--- src/rtl/itimer_pkg.sv ---
// rtl/itimer_pkg.sv - mode encodings and prescaler width helper for the interval timer
package itimer_pkg;

  localparam logic [1:0] C_TIM_0001T = 2'b00;
  localparam logic [1:0] C_TIM_0008T = 2'b01;
  localparam logic [1:0] C_TIM_0064T = 2'b10;
  localparam logic [1:0] C_TIM_1024T = 2'b11;

  // Prescaler width is the largest shift, kept at least 1 bit so the counter always exists.
  function automatic int div_w(input int s0, input int s1, input int s2, input int s3);
    int m;
    m = s0;
    if (s1 > m) m = s1;
    if (s2 > m) m = s2;
    if (s3 > m) m = s3;
    if (m < 1) m = 1;
    return m;
  endfunction

endpackage

--- src/rtl/itimer_presc.sv ---
// rtl/itimer_presc.sv - free-running prescaler with sync clear and mode-selected tick
module itimer_presc
  import itimer_pkg::*;
#(
  parameter int DIV_W = 10,
  parameter int SH0   = 0,
  parameter int SH1   = 3,
  parameter int SH2   = 6,
  parameter int SH3   = 10
) (
  input  logic       clk_i,
  input  logic       rst_i,
  input  logic       clr_i,
  input  logic [1:0] mode_i,
  output logic       tick_o
);

  localparam logic [DIV_W-1:0] M0 = DIV_W'((64'd1 << SH0) - 64'd1);
  localparam logic [DIV_W-1:0] M1 = DIV_W'((64'd1 << SH1) - 64'd1);
  localparam logic [DIV_W-1:0] M2 = DIV_W'((64'd1 << SH2) - 64'd1);
  localparam logic [DIV_W-1:0] M3 = DIV_W'((64'd1 << SH3) - 64'd1);

  logic [DIV_W-1:0] presc_q, presc_d;
  logic [DIV_W-1:0] mask;

  always_comb begin
    presc_d = clr_i ? '0 : presc_q + DIV_W'(1);
  end

  always_ff @(posedge clk_i or posedge rst_i) begin
    if (rst_i) presc_q <= '0;
    else       presc_q <= presc_d;
  end

  // A zero shift yields an empty mask, so the compare is always true: tick every cycle.
  always_comb begin
    mask = M0;
    case (mode_i)
      C_TIM_0001T: mask = M0;
      C_TIM_0008T: mask = M1;
      C_TIM_0064T: mask = M2;
      C_TIM_1024T: mask = M3;
      default:     mask = M0;
    endcase
  end

  assign tick_o = ((presc_q & mask) == mask);

endmodule

--- src/rtl/itimer_n.sv ---
// rtl/itimer_n.sv - 6532-style interval timer top; ITIMER_N_IRQ_EN enables the IE/IRQ path
module itimer_n
  import itimer_pkg::*;
#(
  parameter int WIDTH = 8,
  parameter int SH0   = 0,
  parameter int SH1   = 3,
  parameter int SH2   = 6,
  parameter int SH3   = 10
) (
  input  logic             CLK,
  input  logic             RES,
  input  logic             WE,
  input  logic [1:0]       MODE,
  input  logic [WIDTH-1:0] IN,
  input  logic             IE,
  input  logic             FLAG_CLR,
  output logic [WIDTH-1:0] OUT,
  output logic             FLAG,
  output logic             IRQ
);

  localparam int DIV_W = div_w(SH0, SH1, SH2, SH3);

  logic [WIDTH-1:0] cnt_q, cnt_d;
  logic [1:0]       mode_q, mode_d;
  logic             fast_q, fast_d;
  logic             flag_q, flag_d;
  logic             presc_tick;
  logic             tick;
  logic             underflow;

  itimer_presc #(
    .DIV_W (DIV_W),
    .SH0   (SH0),
    .SH1   (SH1),
    .SH2   (SH2),
    .SH3   (SH3)
  ) u_presc (
    .clk_i  (CLK),
    .rst_i  (RES),
    .clr_i  (WE),
    .mode_i (mode_q),
    .tick_o (presc_tick)
  );

  assign tick      = fast_q | presc_tick;
  assign underflow = tick && (cnt_q == '0);

  // Load beats everything; otherwise an underflow setting FLAG beats a same-cycle clear.
  always_comb begin
    cnt_d  = cnt_q;
    mode_d = mode_q;
    fast_d = fast_q;
    flag_d = flag_q;
    if (WE) begin
      cnt_d  = IN;
      mode_d = MODE;
      fast_d = 1'b0;
      flag_d = 1'b0;
    end else begin
      if (tick) cnt_d = cnt_q - WIDTH'(1);
      if (underflow) begin
        fast_d = 1'b1;
        flag_d = 1'b1;
      end else if (FLAG_CLR) begin
        flag_d = 1'b0;
      end
    end
  end

  always_ff @(posedge CLK or posedge RES) begin
    if (RES) begin
      cnt_q  <= '0;
      mode_q <= C_TIM_0001T;
      fast_q <= 1'b0;
      flag_q <= 1'b0;
    end else begin
      cnt_q  <= cnt_d;
      mode_q <= mode_d;
      fast_q <= fast_d;
      flag_q <= flag_d;
    end
  end

`ifdef ITIMER_N_IRQ_EN
  logic ie_q;

  always_ff @(posedge CLK or posedge RES) begin
    if (RES)     ie_q <= 1'b0;
    else if (WE) ie_q <= IE;
  end

  assign IRQ = flag_q & ie_q;
`else
  logic unused_ie;
  assign unused_ie = IE;
  assign IRQ       = 1'b0;
`endif

  assign OUT  = cnt_q;
  assign FLAG = flag_q;

endmodule

--- config.mk ---
export PLATFORM = sky130hd
export DESIGN_NAME = itimer_n
export DESIGN_NICKNAME = d
export VERILOG_FILES = /design/src/rtl/itimer_pkg.sv /design/src/rtl/itimer_presc.sv /design/src/rtl/itimer_n.sv
export SDC_FILE = /design/constraint.sdc
export NUM_CORES = 1
export LEC_CHECK = 0
export CORE_MARGIN = 5
export CORE_UTILIZATION = 25
export DETAILED_ROUTE_END_ITERATION = 6
export SLEW_MARGIN = 40
export SYNTH_ARGS = -nofsm -noshare
export SYNTH_HDL_FRONTEND = slang
export SYNTH_SLANG_ARGS = --single-unit
--- constraint.sdc ---
create_clock -name CLK -period 1.7 [get_ports CLK]
set_clock_uncertainty 0.15 [all_clocks]
set_input_delay 0.34 -clock CLK [delete_from_list [all_inputs] [get_ports CLK]]
set_output_delay 0.34 -clock CLK [all_outputs]
set_load 0.01 [all_outputs]
# Yosys cells after proc, flatten, opt, wreduce, memory -nomap -nowiden
# Cells that the tools add are included.
[word_totals]
word_cells = 28
register_bits = 22
inputBits = 15
[classes]
bitwise = 2
eq_ne = 4
addsub = 2
muxes = 9
reduce_logical = 6
[ops]
columns = ["operator", "n"]
rows = [
  ["$pmux W10 S4", 1],
  ["$mux W8", 2],
  ["$add A10 B1 Y10 const B", 1],
  ["$and A10 B10 Y10", 1],
  ["$eq A10 B10 Y1", 1],
  ["$mux W10", 1],
  ["$logic_not A8 Y1", 1],
  ["$sub A8 B1 Y8 const B", 1],
  ["$mux W1", 5],
  ["$eq A2 B2 Y1 const B", 2],
  ["$reduce_bool A2 Y1", 2],
  ["$reduce_bool A3 Y1", 1],
  ["$eq A2 B1 Y1 const B", 1],
  ["$logic_not A2 Y1", 1],
  ["$logic_and A1 B1 Y1", 1],
  ["$or A1 B1 Y1", 1],
]

# Depth between registers and ports, before layout
# Gate-level depths: netlist of run 1.
[logic_depth]
ltp_word = 8
mapped_depth = 6

# Modules after synthesis
# Synthesis of run 1 repeated with hierarchy kept, for this count alone.
[unflattened]
hier_cells = 111
area_unflattened_um2 = 1112.3
[modules_own_cells]
columns = ["mod", "cells_per_inst", "instances", "area_per_inst_um2"]
rows = [
  ["itimer_n", 63, 1, 631.9],
  ["itimer_presc", 48, 1, 480.5],
]

# Worst setup path after synthesis of run 1
# Ideal clock, no wire load.
[synth_timing]
kind = "register to register"
startpoint = "reg cnt_q[0] (netlist: OUT[0])"
endpoint = "reg fast_q"
slack_ns = -0.195
t_required_ns = 1.472
stages_incl_launch_ff = 7
synth_period_minus_slack_ns = 1.895
setup_time_ns = 0.078
arrival_time_ns = 1.667
path_buffers = 0
cell_sequence = "dfrtp_1 inv_1 ha_1 or4b_2 nor4_1 o21ai_0 a21oi_1"
[synth_between]
elab_chain_len = 3
[synth_lines]
columns = ["item", "line_no", "source"]
rows = [
  ["from (decl)", "itimer_n.sv:25", "logic [WIDTH-1:0] cnt_q, cnt_d;"],
  ["from (signal assigned)", "itimer_n.sv:79", "cnt_q <= cnt_d;"],
  ["$logic_not A8 Y1", "itimer_n.sv:48", "assign underflow = tick && (cnt_q == '0);"],
  ["$logic_and A1 B1 Y1", "itimer_n.sv:48", ""],
  ["$reduce_bool A2 Y1 (no line)", "-", ""],
  ["to (signal assigned)", "itimer_n.sv:81", "fast_q <= fast_d;"],
  ["to (decl)", "itimer_n.sv:27", "logic fast_q, fast_d;"],
]
# No other way between the ends.
# A chain may end at the register's enable or synchronous reset.

# Worst setup path in the final report of run 1
[layout_timing]
startpoint = "reg u_presc.presc_q[9]"
endpoint = "reg cnt_q[1] (netlist: OUT[1])"
[layout_between]
elab_chain_len = 4
[layout_lines]
columns = ["item", "line_no", "source"]
rows = [
  ["from (decl)", "itimer_presc.sv:23", "logic [DIV_W-1:0] presc_q, presc_d;"],
  ["from (signal assigned)", "itimer_presc.sv:32", "else presc_q <= presc_d;"],
  ["$and A10 B10 Y10", "itimer_presc.sv:47", "assign tick_o = ((presc_q & mask) == mask);"],
  ["$eq A10 B10 Y1", "itimer_presc.sv:47", ""],
  ["$or A1 B1 Y1", "itimer_n.sv:47", "assign tick = fast_q | presc_tick;"],
  ["$reduce_bool A2 Y1 (no line)", "-", ""],
]
# No other way between the ends.

==> results of run 1 <==
[through the flow]
step	utilization (%)	setup WS (ns)
global placement	37.5	-0.153
detailed placement	37.5	-0.184
floorplan	-	-0.0904
CTS	41.5	-0.110
finish	42.2	-0.103
global route	42.2	-0.191
[flip-flops by register name, summed over array words and instances (netlist names)]
name / flops
mode_q: 2
OUT: 8
fast_q: 1
u_presc.presc_q: 10
FLAG: 1
[final timing paths]
check	startpoint	to	slack (ns)
min reg2reg	fast_q	fast_q	0.38
min	RES	u_presc.presc_q[0]	0.26
max reg2reg	u_presc.presc_q[9]	OUT[1]	-0.10
max	u_presc.presc_q[9]	OUT[1]	-0.10
min in group CLK	fast_q	fast_q	0.38
max in group asynchronous	RES	OUT[5]	0.91
[what timing repair did]
action | 4_1_cts | 5_1_grt
setup buffers | 7 | 1
pin swaps | 8 | 6
gates resized for setup | 24 | 9
setup endpoints to repair | 17 | 13
[per-layer routing]
metal | share of wire (%) | wire length (µm)
met1 | 41 | 1160
met2 | 54 | 1530
met3 | 4.0 | 114
met4 | 1.5 | 43
met5 | 0 | 0
[power breakdown]
part	leakage, nW	internal [mW]	switching, mW
clock network	0.0357	0.314	0.166
registers	0.283	0.560	0.0349
logic	0.483	0.231	0.166
total	0.801	1.11	0.366
[layout make-up]
class | count | area share [%]
Clock inverter | 1 | 1.62
Tap cell | 52 | 3.52
Multi-Input combinational cell | 79 | 34.6
Timing Repair Buffer | 59 | 27.5
Sequential cell | 22 | 29.8
Clock buffer | 3 | 2.23
Inverter | 4 | 0.811
[cell usage after synthesis (all sizes together), types with 4 or more instances]
cell type | n | share of area, %
xnor2 | 8 | 6.1
o21ai | 10 | 4.7
xor2 | 6 | 4.6
dfrtp | 22 | 48
nand2 | 9 | 3.0
nor2 | 11 | 3.8
inv | 4 | 1.3
mux2 | 7 | 7.2
[kinds of logic (layout without fill, tap and decap cells)]
logic type	after synthesis	count (layout)	synth area share, %
DFF	22	22	48.2
adders and majority gates	3	3	3.29
xor gates and xnor gates	14	14	10.7
buffers and inverters	8	67	2.96
and+or+nand+nor	37	37	16.9
AOI/OAI and AO/OA	17	17	10.4
muxes	7	7	7.23
other	1	1	0.328
[worst register-to-register path: cells and delay by family, from the launching register on]
| kind | cells | cell delay [ns] |
|---|---|---|
| flops | 1 | 0.38 |
| compound gates | 2 | 0.43 |
| buf+inv | 2 | 0.30 |
| simple gates | 2 | 0.19 |
| mux | 1 | 0.29 |
==> results.md, run 1 <==
* Top FF cell, synth: dfrtp_1
* Root buffer cell: clkbuf_8
* Number of antenna-violating nets in the routed design at 0
* DRC violations left at 0
* Worst Setup Slack, final at -0.103 ns
* Crit-path max cell delay at 0.38 ns
* RSZ-0062 raised after global routing: yes
* WL per Instance at 12.9 µm
* Fraction of layout cells with a size suffix above 1 at 41.1%
* Synth Cell Area at 0.00114 mm²
* Area after DPL at 0.00164 mm²
* Initial DRC count at 36
* Slew Limit Fails at 0
* Data arrival, critical path at 1.85 ns
* Row cnt at 24
* Setup TNS at -0.444 ns
* Gr ovfl total at 0
* Unique masters post-synth at 31
* Busiest layer in global routing: met2
* Clk buf depth at 2
* Hold Vio Cnt, Final at 0
* Met3 Usage GRT at 2.08%
* Critical Path End Type: flop
* Family with the most delay on the worst path: compound AO/OA/AOI/OAI gates
* First-pass DRT Iterations at 4
* CTS sink count at 22
* Status: finished, violations left
* Register bit total from synthesis at 22
* Clk slew on worst S/H paths at 0.08 ns
* FILL cells at 430
* Warnings from Yosys at 0
* Post-synthesis sequential area ratio at ~48%
* First-pass GRT wire length at 4.85 mm
* Starting Density at 26.1%
* I/O Buffers at 22
* FF+latch area at between 500 and 600 µm²
* Die Span X at around 78 µm
* Async set-reset flop share out of synthesis at between 90% and 100%
* Worst EP required at 1.74 ns
* Post-route cell area at 0.00185 mm²
* Core region area at 0.00438 mm²
* GR met2 Demand/Resource at 17.8%
* Critical path class: flop to flop
* Clk_lat worst skew at ~0.26 ns
* Ports at 25
* Number of synthesized flops with an enable pin at 0
* Multi-input logic area at 639 µm²
* Most frequent cells in the layout: 35 x buf_4, 21 x dfrtp_1, 14 x clkdlybuf4s50_1
* Leakage at approximately 0.80 nW
* CP max-delay cell: dfrtp_1
* Buf/Inv on CP at 2
* F_max at 555 MHz
* Most common cell after layout, fill and taps aside: buf_4
* Final #Nets at ~190
* Vias in the first global route at 1,093
* Min-delay worst type: input pin to async pin
* DR vias at 1,002
* Die H at 77.6 µm
* Final hold slack at 0.258 ns
* Layout Cells excl Fill at 220
* Initial antenna violation count at 0
* Ant diodes at 0
* Final Wtd Congestion at 0.772
* CTS tree: yes
* Mean post-synth cell area at about 10 µm²
* Final critical-path required period at 1.80 ns
* Power Density at between 700 and 800 mW/mm²
* Net Count, Synth at 127
* Dpl cells at about 210
* Total wire length at 2.85 mm
* Area grow syn2layout at 62.0%
* Failing checks: setup timing
* Largest net degree at the start of global routing at 23
* Crit path cell chain: nand4_2 -> a2111oi_4 -> buf_6 -> buf_12 -> nor2_4 -> mux2_4 -> o21ai_2
* R2R depth at 7
* Crit share post-route at 106%
* Power, Total at 1.47 mW
* # setup viols final at 8
* H-tree Lvls at 1
* GRT Total Usage at about 9.9%
* Crit path depth at 7
* Cts hold-fix bufs at 0
* Via density at 4.55
* GR Util met1 at approximately 11%
* Dpl hpwl at 2.11 mm
* Crit path launch type: flop
* Max_cap viols at 0
* Mapped Cells at between 100 and 150
* CTS buffer count at 3
* Worst vdd ir at 477 µV
* Die ar. at 0.00602 mm²
* Worst-path fanout max at 6
Note: power is estimated with default switching activity, not from simulation.
==> inputs of run 2 (changes only) <==
--- a/config.mk
+++ b/config.mk
@@ -6,8 +6,10 @@
 export NUM_CORES = 1
 export LEC_CHECK = 0
 export CORE_MARGIN = 5
-export CORE_UTILIZATION = 25
+export CORE_UTILIZATION = 44
 export DETAILED_ROUTE_END_ITERATION = 6
+export PLACE_DENSITY = 0.74
+export SETUP_SLACK_MARGIN = 0.3
 export SLEW_MARGIN = 40
 export SYNTH_ARGS = -nofsm -noshare
 export SYNTH_HDL_FRONTEND = slang
==> run 2 against run 1 <==
Final area is 2.7% higher; first-iteration DRC count is 36% lower; largest power group unchanged; the flow still finishes with violations (setup timing); non-clock buffer count is 9 higher; sequential power hardly changed; core utilization is 35 points higher; power is 10% lower; die area is 38% lower; global-route usage is 10 points higher; sequential share of layout area is 0.79 points lower; largest cell class unchanged.
==> results.md, run 2 (synthesis results as in run 1) <==
* Crit-path max cell delay at 0.44 ns
* DRC violations left at 0
* Worst EP required at 1.77 ns
* Place WS at -0.190 ns
* Post-route cell area at around 0.0019 mm²
* Clk buf depth at 2
* Final Wtd Congestion at 0.815
* Register with the most flip-flops: u_presc.presc_q
* Power Density at 693 mW/mm²
* CP max-delay cell: nor4_1
* Max reg flops at 10
* Worst reg2reg path startpoint: OUT[2]
* Critical Path End Type: flop
* Max_cap viols at 0
* Hold Vio Cnt, Final at 0
* Worst-path fanout max at 2
* CTS tree: yes
* Die Span X at 61.0 µm
* Die H at 61.0 µm
* Worst vdd ir at 566 µV
* R2R depth at 5
* Setup TNS at -0.740 ns
* Slew Limit Fails at 0
* Largest net degree at the start of global routing at 23
* Crit share post-route at 110%
* WL per Instance at 16.6 µm
* Area after DPL at 0.00160 mm²
* Gr ovfl total at 0
* GRT Total Usage at 19.9%
* Total wire length at 3.42 mm
* Cts hold-fix bufs at 0
* Final hold slack at 0.189 ns
* Failing checks: setup timing
* Number of antenna-violating nets in the routed design at 0
* Row cnt at 18
* Most common cell after layout, fill and taps aside: buf_4
* R2r endpoint: OUT[6]
* Via density at 5.23
* Core region area at between 0.002 and 0.0025 mm²
* Final #Nets at 196
* Dpl hpwl at 2.03 mm
* Leakage at approximately 0.84 nW
* Critical path class: flop to flop
* Power, Total at 1.32 mW
* Clk slew on worst S/H paths at 0.13 ns
* Starting Density at roughly 46%
* H-tree Lvls at 1
* Ports at 25
* Data arrival, critical path at 1.94 ns
* Most frequent cells in the layout: 32 x buf_4, 21 x dfrtp_1, 21 x buf_6
* Ant diodes at 0
* Worst Setup Slack, final at -0.163 ns
* # setup viols final at 9
* Area grow syn2layout at 66.4%
* Crit path launch type: flop
* F_max at 537 MHz
* Initial DRC count at 23
* First-pass DRT Iterations at 4
* Die ar. at 0.00372 mm²
* Min-delay worst type: input pin to async pin
* Status: finished, violations left
* Reg2reg setup slack at -0.16 ns
* I/O Buffers at 22
* Clk_lat worst skew at 0.32 ns
* Root buffer cell: clkbuf_4
* Vias in the first global route at 1,177
* RSZ-0062 raised after global routing: yes
* CTS sink count at 22
* Final critical-path required period at ~1.9 ns
* DR vias at 1,078
* Initial antenna violation count at 0
* First-pass GRT wire length at 5.31 mm
* Crit path cell chain: buf_4 -> nor4_1 -> o211ai_1 -> xnor2_1 -> mux2_2
* CTS buffer count at 3
* Fraction of layout cells with a size suffix above 1 at 50.0%
run 2: changes by cell type in the layout (fill, tap and decap cells not counted), sizes merged:
cell and delta:
clkdlybuf4s50 -1, dlygate4sd2 -5, clkbuf -2, bufinv -1, buf +17
run 2: layer usage:
metal  wire, µm  share of wire (%)  GRT usage [%]  vias up
met2       1860                 54           36.9       35
met4        117                3.4           8.36        0
li1           -                  -              -      503
met1       1310                 38           23.1      530
met5          0                  0              0        -
met3        140                4.1           1.91       10
run 2: how the worst max path moves through the flow:
stage                                   from      to  slack [ns]
final                                 OUT[2]  OUT[6]       -0.16
after CTS                 u_presc.presc_q[7]  OUT[7]       -0.11
after floorplan           u_presc.presc_q[6]  OUT[4]       -0.09
after global routing                  OUT[2]  OUT[6]       -0.28
after detailed placement              OUT[1]    FLAG       -0.19
after global placement                OUT[0]    FLAG       -0.12
run 2: critical path: cells and delay by family (launching register included):
kind	cells	cell delay [ns]
AND/OR/NAND/NOR	1	0.44
buffers and inverters	1	0.14
multiplexers	1	0.27
flip-flops	1	0.41
AO/OA/AOI/OAI	1	0.18
XOR/XNOR	1	0.17
run 2: final cells by class:
cell class,instances,area (µm²)
flip-flops and latches,22,552
fillers,165,577
repair buffers,68,617
multi-input cells,79,657
inverters,4,15.0
well taps,30,37.5
clock buffers,3,22.5
run 2: through the flow:
stage | cells | utilization, %
finish | 206 | 76.7
global route | 206 | 76.7
CTS | 203 | 74.1
detailed placement | 186 | 64.7
global placement | 186 | 64.7
floorplan | 109 | -
run 2: power by group:
part | total (mW) | leakage (nW) | internal, mW | switching (mW)
combinational | 0.475 | 0.539 | 0.282 | 0.193
sequential | 0.597 | 0.283 | 0.560 | 0.0363
clock | 0.246 | 0.0138 | 0.0831 | 0.163
total | 1.32 | 0.836 | 0.926 | 0.392
run 2: what timing repair did:
item	4_1_cts	5_1_grt
setup buffers	14	3
resized for setup	72	9
setup endpoints to repair	23	25
pin swaps	17	4
endpoints found under the hold margin	0	0
==> inputs of run 3 (changes only) <==
--- a/config.mk
+++ b/config.mk
@@ -5,6 +5,7 @@
 export SDC_FILE = /design/constraint.sdc
 export NUM_CORES = 1
 export LEC_CHECK = 0
+export CAP_MARGIN = 20
 export CORE_MARGIN = 5
 export CORE_UTILIZATION = 44
 export DETAILED_ROUTE_END_ITERATION = 6
==> results of run 3 <==
Final layout, timing and power as in run 2 (identical DEF).
